==> src/rtl/bcd_counter2_if.sv <==
// Control and digit bus of the two-digit BCD counter.
// master: the side that drives enable/direction/load and watches the digits.
// slave:  the counter itself.
interface bcd_counter2_if;
  logic       en;
  logic       up;
  logic       load;
  logic [3:0] load_d;
  logic [3:0] load_u;
  logic [7:0] D;
  logic [7:0] U;
  logic       tc;

  modport master (
    output en, up, load, load_d, load_u,
    input  D, U, tc
  );

  modport slave (
    input  en, up, load, load_d, load_u,
    output D, U, tc
  );
endinterface

==> src/rtl/bcd_counter2.sv <==
// Two-digit BCD up/down counter (00-99) with a clock prescaler, synchronous
// clamped load, enable and a one-cycle terminal-count pulse.
// Optional macro BCD_COUNTER2_SATURATE_EN: stop at 99/00 instead of wrapping;
// tc then marks the first arrival at the limit.
module bcd_counter2 #(
  parameter int unsigned CLK_DIV = 50000000,
  parameter int unsigned DIV_W   = 26
) (
  input logic           clk,
  input logic           rst_n,
  bcd_counter2_if.slave bus
);

  localparam logic [DIV_W-1:0] PrescLast = DIV_W'(CLK_DIV - 1);

  logic [DIV_W-1:0] presc_q, presc_d;
  logic [3:0]       d_q, d_d;
  logic [3:0]       u_q, u_d;
  logic             tc_q, tc_d;

  logic             tick;
  logic             at_max, at_min;
  logic [3:0]       inc_d, inc_u, dec_d, dec_u;

  // Digits above 9 load as 9 so no illegal code ever reaches the decoder.
  function automatic logic [3:0] clamp9(input logic [3:0] v);
    return (v > 4'd9) ? 4'd9 : v;
  endfunction

  assign tick   = bus.en && !bus.load && (presc_q == PrescLast);
  assign at_max = (d_q == 4'd9) && (u_q == 4'd9);
  assign at_min = (d_q == 4'd0) && (u_q == 4'd0);

  // Wrapping increment/decrement of the two-digit value.
  always_comb begin
    inc_d = d_q;
    inc_u = u_q + 4'd1;
    if (u_q == 4'd9) begin
      inc_u = 4'd0;
      inc_d = (d_q == 4'd9) ? 4'd0 : d_q + 4'd1;
    end
    dec_d = d_q;
    dec_u = u_q - 4'd1;
    if (u_q == 4'd0) begin
      dec_u = 4'd9;
      dec_d = (d_q == 4'd0) ? 4'd9 : d_q - 4'd1;
    end
  end

  // Next state: load beats counting; tc only ever comes from a tick.
  always_comb begin
    presc_d = presc_q;
    d_d     = d_q;
    u_d     = u_q;
    tc_d    = 1'b0;
    if (bus.load) begin
      presc_d = '0;
      d_d     = clamp9(bus.load_d);
      u_d     = clamp9(bus.load_u);
    end else if (bus.en) begin
      presc_d = tick ? '0 : presc_q + 1'b1;
      if (tick) begin
`ifdef BCD_COUNTER2_SATURATE_EN
        if (bus.up) begin
          if (!at_max) begin
            d_d  = inc_d;
            u_d  = inc_u;
            tc_d = (inc_d == 4'd9) && (inc_u == 4'd9);
          end
        end else begin
          if (!at_min) begin
            d_d  = dec_d;
            u_d  = dec_u;
            tc_d = (dec_d == 4'd0) && (dec_u == 4'd0);
          end
        end
`else
        if (bus.up) begin
          d_d  = inc_d;
          u_d  = inc_u;
          tc_d = at_max;
        end else begin
          d_d  = dec_d;
          u_d  = dec_u;
          tc_d = at_min;
        end
`endif
      end
    end
  end

  // State registers with synchronous active-low reset.
  always_ff @(posedge clk) begin
    if (!rst_n) begin
      presc_q <= '0;
      d_q     <= 4'd0;
      u_q     <= 4'd0;
      tc_q    <= 1'b0;
    end else begin
      presc_q <= presc_d;
      d_q     <= d_d;
      u_q     <= u_d;
      tc_q    <= tc_d;
    end
  end

  assign bus.D  = {4'b0000, d_q};
  assign bus.U  = {4'b0000, u_q};
  assign bus.tc = tc_q;

endmodule

==> src/flat_wrapper.sv <==
// flat-port wrapper written by rule: the top's interface ports become plain ports
module bcd_counter2_flat 
#(
  parameter int unsigned CLK_DIV = 50000000,
  parameter int unsigned DIV_W   = 26
)
  (clk, rst_n, bus_en, bus_up, bus_load, bus_load_d, bus_load_u, bus_D, bus_U, bus_tc);
  bcd_counter2_if bus_i ();
  input logic clk;
  input logic rst_n;
  input wire logic [$bits(bus_i.en)-1:0] bus_en;
  input wire logic [$bits(bus_i.up)-1:0] bus_up;
  input wire logic [$bits(bus_i.load)-1:0] bus_load;
  input wire logic [$bits(bus_i.load_d)-1:0] bus_load_d;
  input wire logic [$bits(bus_i.load_u)-1:0] bus_load_u;
  output wire logic [$bits(bus_i.D)-1:0] bus_D;
  output wire logic [$bits(bus_i.U)-1:0] bus_U;
  output wire logic [$bits(bus_i.tc)-1:0] bus_tc;
  assign bus_i.en = bus_en;
  assign bus_i.up = bus_up;
  assign bus_i.load = bus_load;
  assign bus_i.load_d = bus_load_d;
  assign bus_i.load_u = bus_load_u;
  assign bus_D = bus_i.D;
  assign bus_U = bus_i.U;
  assign bus_tc = bus_i.tc;
  bcd_counter2 #(.CLK_DIV(CLK_DIV), .DIV_W(DIV_W)) u_core (.clk(clk), .rst_n(rst_n), .bus(bus_i));
endmodule
==> config.mk <==
export PLATFORM = sky130hd
export DESIGN_NAME = bcd_counter2_flat
export DESIGN_NICKNAME = d
export VERILOG_FILES = /design/src/rtl/bcd_counter2_if.sv /design/src/rtl/bcd_counter2.sv /design/src/flat_wrapper.sv
export SDC_FILE = /design/constraint.sdc
export NUM_CORES = 1
export LEC_CHECK = 0
export BUFFER_PORTS_ARGS = -buffer_cell sky130_fd_sc_hd__clkbuf_2
export CORE_MARGIN = 1.5
export CORE_UTILIZATION = 49
export DETAILED_ROUTE_END_ITERATION = 7
export PLACE_DENSITY = 0.81
export SYNTH_ARGS = -nofsm -noshare
export SYNTH_HDL_FRONTEND = slang
export SYNTH_SLANG_ARGS = --single-unit
==> constraint.sdc <==
create_clock -name clk -period 2.6 [get_ports clk]
set_input_delay 0.52 -clock clk [delete_from_list [all_inputs] [get_ports clk]]
set_output_delay 0.52 -clock clk [all_outputs]
set_load 0.05 [all_outputs]
==> qor.yml, run 1 <==
tightest_slew_ns: 0.522
slowest_stage: "or4_4"
clock_path_buffers: 2
area_delta_synth_final_pct: 9.18
dieArea_um2: 4570
finalSetupViolCount: 0
synth.area.top_cells: "dfxtp_1 34%, xnor2_1 11%, nor2_1 4.6%"
post_cts.repair.setup_buffers: 0
finalWorstSetupSlack_ns: 0.329
worstPathCellList: "or4_1 -> or4_4 -> nor3_4 -> or2_1 -> buf_12 -> nor2b_1"
fin_util: 0.558
slew_viol_final: 0
fin_cells: 310
drc: 0
layout-drive-gt1-share: 0.173
netlist_area_um2: 2040
dieHeight_um: 67.6
fmax_ghz: 0.440
port_buffers: 21
core_um2: 4000
outcome: "finished clean"
synth_area_per_cell_um2: 8.31
met1Wirelength_um: 1810
relSlewSlack: 0.651
path_delay_family: "simple AND/OR/NAND/NOR gates"
ir_drop_mv: 0.523
ys_seq_elements: 35
dpl_cell_area_um2: 2110
fin_crit_sh: 0.874
antenna_found_initial: 0
num_antenna_cells: 0
dr_total_vias: 1659
via_per_inst: 5.35
clock-sinks: 35
r2r-start: "u_core.presc_q[7]"
row_count: 23
arrival_ns: 2.44
dr_wl_met3_um: 187
min_from: "bus_load_u[2]"
dp_cells: 302
die-width_um: 67.6
worst-path-buf-inv: 1
holdBufCountCts: 0
post_cts_resized: 0
crit_path_start: "u_core.presc_q[7]"
path_clk_slew_ns: 0.06
worstPathMaxFanout: 24
clock_latency_ns: 0.29
htree_num_levels: 2
drt_iter0_markers: 108
finClkSkew_ns: 0.00729
slowest_delay_ns: 0.59
routedWlPerCell_um: 12.3
nets: 273
drtAntennaViolNets: 0
cts-buffers-inserted: 5
yosysWarnings: 0
fin_tns_setup_ns: 0
met2_length_um: 1730
preCtsSetupSlack_ns: 0.351
yosysTopAreaCellShare: 0.343
grt_pass1_vias: 1443
ioPinCount: 30
seq_area_frac_synth: 0.343
grt_pass1_wl_um: 6350
fillers: 370
hold_class: "input port to flop"
p_per_area_nw_per_um2: 547
cts_tree: "built"
min_period_ns: 2.27
start_util: 0.511
grt.total_usage: 0.188
crit_type: "flop to flop"
crit_required_ns: 2.77
grt_start_max_net_pins: 25
rsz0062_at_grt: "false"
synth_top_area_cell: "dfxtp_1"
ys_types: 47
first_pass_iters: 4
crit_path_end_kind: "flop"
final-hold-violation-count: 0
drv_cap: 0
p_leak_nw: 0.820
syn_inst: 246
cts-root-buf: "clkbuf_8"
gp_congestion: 0.766
hpwlAfterDp_um: 2680
grt_remaining_overflow: 0
top_layer: "met4"
fin_area_um2: 2230
finalWirelength_um: 3810
startpoint_type: "flop"
==> routing by layer <==
| layer | global-route usage | up-vias |
|---|---|---|
| met4 | 0.0944 | 0 |
| met2 | 0.288 | 36 |
| met3 | 0.0500 | 6 |
| met5 | 0 | - |
| met1 | 0.242 | 748 |
| li1 | - | 869 |
==> sequential cells by signal, summed over array words and instances, names as in the netlist <==
register        count
u_core.u_q          4
u_core.presc_q     26
u_core.bus.tc       1
u_core.d_q          4
==> cell usage in the layout (no fill, tap or decap), types with 2 or more instances in the layout <==
cell type,Yosys,layout
inv_1,6,6
mux2i_1,6,6
nor4_1,9,9
nand3b_1,2,2
a21oi_1,6,6
clkbuf_8,0,6
nor3_1,11,11
o21ai_0,8,8
clkbuf_2,0,21
nand3_1,11,11
xor2_1,7,7
or3_1,2,2
and4_1,5,5
o211ai_1,2,2
conb_1,1,8
nand4_1,3,3
and3_1,7,7
o21a_1,2,2
o31ai_1,2,2
xnor2_1,25,25
a31oi_1,2,2
dfxtp_1,35,35
or4_1,2,2
nor2_1,25,25
nor2_2,10,10
nand2_1,15,15
==> worst paths after layout <==
check | end | slack [ns] | cells after the start
max reg2reg | u_core.presc_q[10] | 0.33 | 6
min reg2reg | u_core.presc_q[6] | 0.52 | 2
min | u_core.u_q[2] | 0.45 | 3
max | u_core.presc_q[10] | 0.33 | 6
==> Yosys cell counts, drive strengths merged <==
library cell / n
a211oi: 1
a21o: 1
a21oi: 6
a221o: 1
a31oi: 2
and2: 1
and3: 7
and4: 5
and4bb: 1
buf: 12
clkbuf: 12
conb: 1
dfxtp: 35
ha: 1
inv: 6
mux2i: 6
nand2: 15
nand2b: 1
nand3: 11
nand3b: 2
nand4: 3
nand4bb: 1
nor2: 35
nor2b: 1
nor3: 12
nor3b: 1
nor4: 10
o211ai: 2
o21a: 2
o21ai: 9
o21bai: 1
o22ai: 1
o31a: 1
o31ai: 2
or2: 1
or3: 2
or4: 3
xnor2: 25
xor2: 7
==> power breakdown <==
part / internal, mW / leakage (nW) / switching, mW / total (mW)
clock: 0.310 / 0.0612 / 0.189 / 0.499
combinational: 0.0492 / 0.475 / 0.105 / 0.155
sequential: 0.545 / 0.283 / 0.0223 / 0.567
==> final cells by class <==
type	count	area [um^2]	area share
Tap cell	50	62.6	0.0280
Sequential cell	35	701	0.314
Inverter	6	22.5	0.0101
Multi-Input combinational cell	188	1200	0.536
Timing Repair Buffer	23	133	0.0594
Clock inverter	2	35.0	0.0157
Clock buffer	6	82.6	0.0370
==> worst min-delay path: stages <==
cell and delay [ns]:
clkbuf_2 0.09, nand2_1 0.04, o21ai_0 0.05
==> metrics by stage <==
stage / hold WS (ns) / total power, mW
floorplan: 0.472 / 0.713
detailed placement: 0.499 / 0.733
finish: 0.452 / 1.22
CTS: 0.444 / 1.23
global placement: 0.490 / 0.730
global route: 0.473 / 1.27
==> cell families after synthesis <==
logic type / synth area share
adders and majority gates: 0.00612
buffers and inverters: 0.0851
and+or+nand+nor: 0.310
DFF: 0.343
muxes: 0.0294
other: 0.00183
xor gates and xnor gates: 0.137
AOI/OAI and AO/OA: 0.0881
(Power assumes the default switching activity.)
==> run 2: changes to the inputs <==
==> constraint.sdc (replaced) <==
create_clock -name clk -period 2.1 [get_ports clk]
set_input_delay 0.42 -clock clk [delete_from_list [all_inputs] [get_ports clk]]
set_output_delay 0.42 -clock clk [all_outputs]
set_load 0.05 [all_outputs]
==> run 2 against run 1 <==
Effect of this change: fmax up 12%; global-route usage up 1.1 points; highest routed layer unchanged; total power up 33%; flip-flop and latch count unchanged; utilization up 2.1 points; sequential power up 24%; worst hold slack worse by 0.099 ns; first-iteration DRC count down 8.3%.
==> qor.yml, run 2 (synthesis results as in run 1) <==
worstPathMaxFanout: 4  # -83%
grt.total_usage: 0.199  # +0.0108
slowest_delay_ns: 0.52  # -0.07 ns
finClkSkew_ns: 0.00328  # -0.00401 ns
path_clk_slew_ns: 0.07  # about the same
fin_util: 0.579  # +0.0210
hold_ws_ns: 0.353  # -0.0994 ns
clock_latency_ns: 0.29  # about the same
grt_pass1_wl_um: 6750  # +6.3%
final-hold-violation-count: 0  # unchanged
grt_pass1_vias: 1580  # +9.5%
clock-sinks: 35  # unchanged
clock_path_buffers: 2  # unchanged
cts_tree: "built"
cts-buffers-inserted: 5  # unchanged
drt_iter0_markers: 99  # -8.3%
ir_drop_mv: 0.540  # +3.3%
drtAntennaViolNets: 0  # unchanged
finalWirelength_um: 3930  # +3.3%
start_util: 0.511  # unchanged
via_per_inst: 5.44  # +1.6%
core_um2: 4000  # unchanged
area_delta_synth_final_pct: 13.3
p_per_area_nw_per_um2: 700  # +28%
hpwlAfterDp_um: 2830  # +5.8%
routedWlPerCell_um: 12.4  # +1.4%
crit_type: "flop to flop"
nets: 279  # +2.2%
antenna_found_initial: 0  # unchanged
gp_congestion: 0.818  # +6.7%
slew_viol_final: 0  # unchanged
hold_class: "input port to flop"
port_buffers: 21  # unchanged
holdBufCountCts: 0  # unchanged
first_pass_iters: 4  # unchanged
die-width_um: 67.6  # unchanged
slowest_stage: "or4_1"
arrival_ns: 2.21  # -0.23 ns
top_register: "u_core.presc_q"
rsz0062_at_grt: "false"
dieArea_um2: 4570  # unchanged
dr_total_vias: 1719  # +3.6%
crit_path_end_kind: "flop"
tightest_slew_ns: 0.525  # +0.00259 ns
grt_start_max_net_pins: 25  # unchanged
worstPathCellList: "or4_1 -> or4_4 -> nor4_4 -> mux2i_1 -> o21ai_1"
htree_num_levels: 2  # unchanged
drc: 0  # unchanged
final_common_cell: "dfxtp_1"
fmax_ghz: 0.491  # +12%
row_count: 23  # unchanged
min_period_ns: 2.03  # -0.237 ns
use_met1: 0.234  # -0.00744
relSlewSlack: 0.649  # -0.00173
layout-drive-gt1-share: 0.207  # +0.0337
grtUsageMet2: 0.327  # +0.0392
cts-root-buf: "clkbuf_8"
largest_reg_flops: 26  # unchanged
p_leak_nw: 0.866  # +5.6%
met3_usage: 0.0583  # +0.00833
dieHeight_um: 67.6  # unchanged
crit_required_ns: 2.28  # -0.49 ns
layout_common_cells: "33 x dfxtp_1, 25 x xnor2_1, 24 x nor2_1"
grt_busiest_layer: "met2"
grt_remaining_overflow: 0  # unchanged
finalSetupViolCount: 0  # unchanged
drv_cap: 0  # unchanged
startpoint_type: "flop"
outcome: "finished clean"
num_antenna_cells: 0  # unchanged
ioPinCount: 30  # unchanged
reg.largest.list: "u_core.presc_q x26, u_core.d_q x4, u_core.u_q x4"
fin_crit_sh: 0.969  # +0.0953
==> run 2: power by group <==
| group | switching [mW] | leakage, nW | total (mW) | internal (mW) |
|---|---|---|---|---|
| sequential | 0.0270 | 0.285 | 0.702 | 0.675 |
| clock | 0.252 | 0.0644 | 0.725 | 0.473 |
| combinational | 0.132 | 0.517 | 0.193 | 0.0611 |
==> run 2: what timing repair did <==
action / 4_1_cts / 5_1_grt
setup endpoints to repair: 2 / 4
setup buffers: 0 / 0
pin swaps: 1 / 0
resized for setup: 2 / 2
==> run 2: worst paths after layout <==
check | from | endpoint | slack, ns | depth (start not counted)
max | u_core.presc_q[11] | u_core.u_q[1] | 0.07 | 5
min | bus_load_u[2] | u_core.u_q[2] | 0.35 | 3
max reg2reg | u_core.presc_q[11] | u_core.u_q[1] | 0.07 | 5
min reg2reg | u_core.presc_q[6] | u_core.presc_q[6] | 0.52 | 2
==> run 2: worst max-delay path: cells and delay by family, from the launching register on <==
| family | cells | cell delay [ns] |
|---|---|---|
| AND/OR/NAND/NOR | 3 | 1.26 |
| multiplexers | 1 | 0.26 |
| flip-flops | 1 | 0.31 |
| AO/OA/AOI/OAI | 1 | 0.08 |
==> run 2: layout make-up <==
class,count,area (um^2)
fill,385,1680
timing repair buffer,29,178
tap,50,62.6
inverter,6,22.5
clock buffer,5,68.8
multi-input combinational,188,1210
clock inverter,3,67.6
sequential,35,703
==> run 2: metal layers <==
layer,up-vias,wire length [um]
li1,880,-
met1,798,1790
met2,36,1860
met3,5,204
met4,0,72
met5,-,0
==> run 2: per-stage QoR <==
stage | setup slack [ns] | setup TNS [ns] | power, mW | instances | instance area, um^2
4_1_cts | 0.0665 | 0 | 1.64 | 316 | 2310
3_3_place_gp | 0.0187 | 0 | 0.904 | 308 | 2160
2_1_floorplan | -0.0145 | -0.241 | 0.883 | 253 | 2070
3_5_place_dp | -0.0424 | -0.0424 | 0.908 | 308 | 2160
5_1_grt | 0.00212 | 0 | 1.69 | 316 | 2320
6_report | 0.0653 | 0 | 1.62 | 316 | 2320
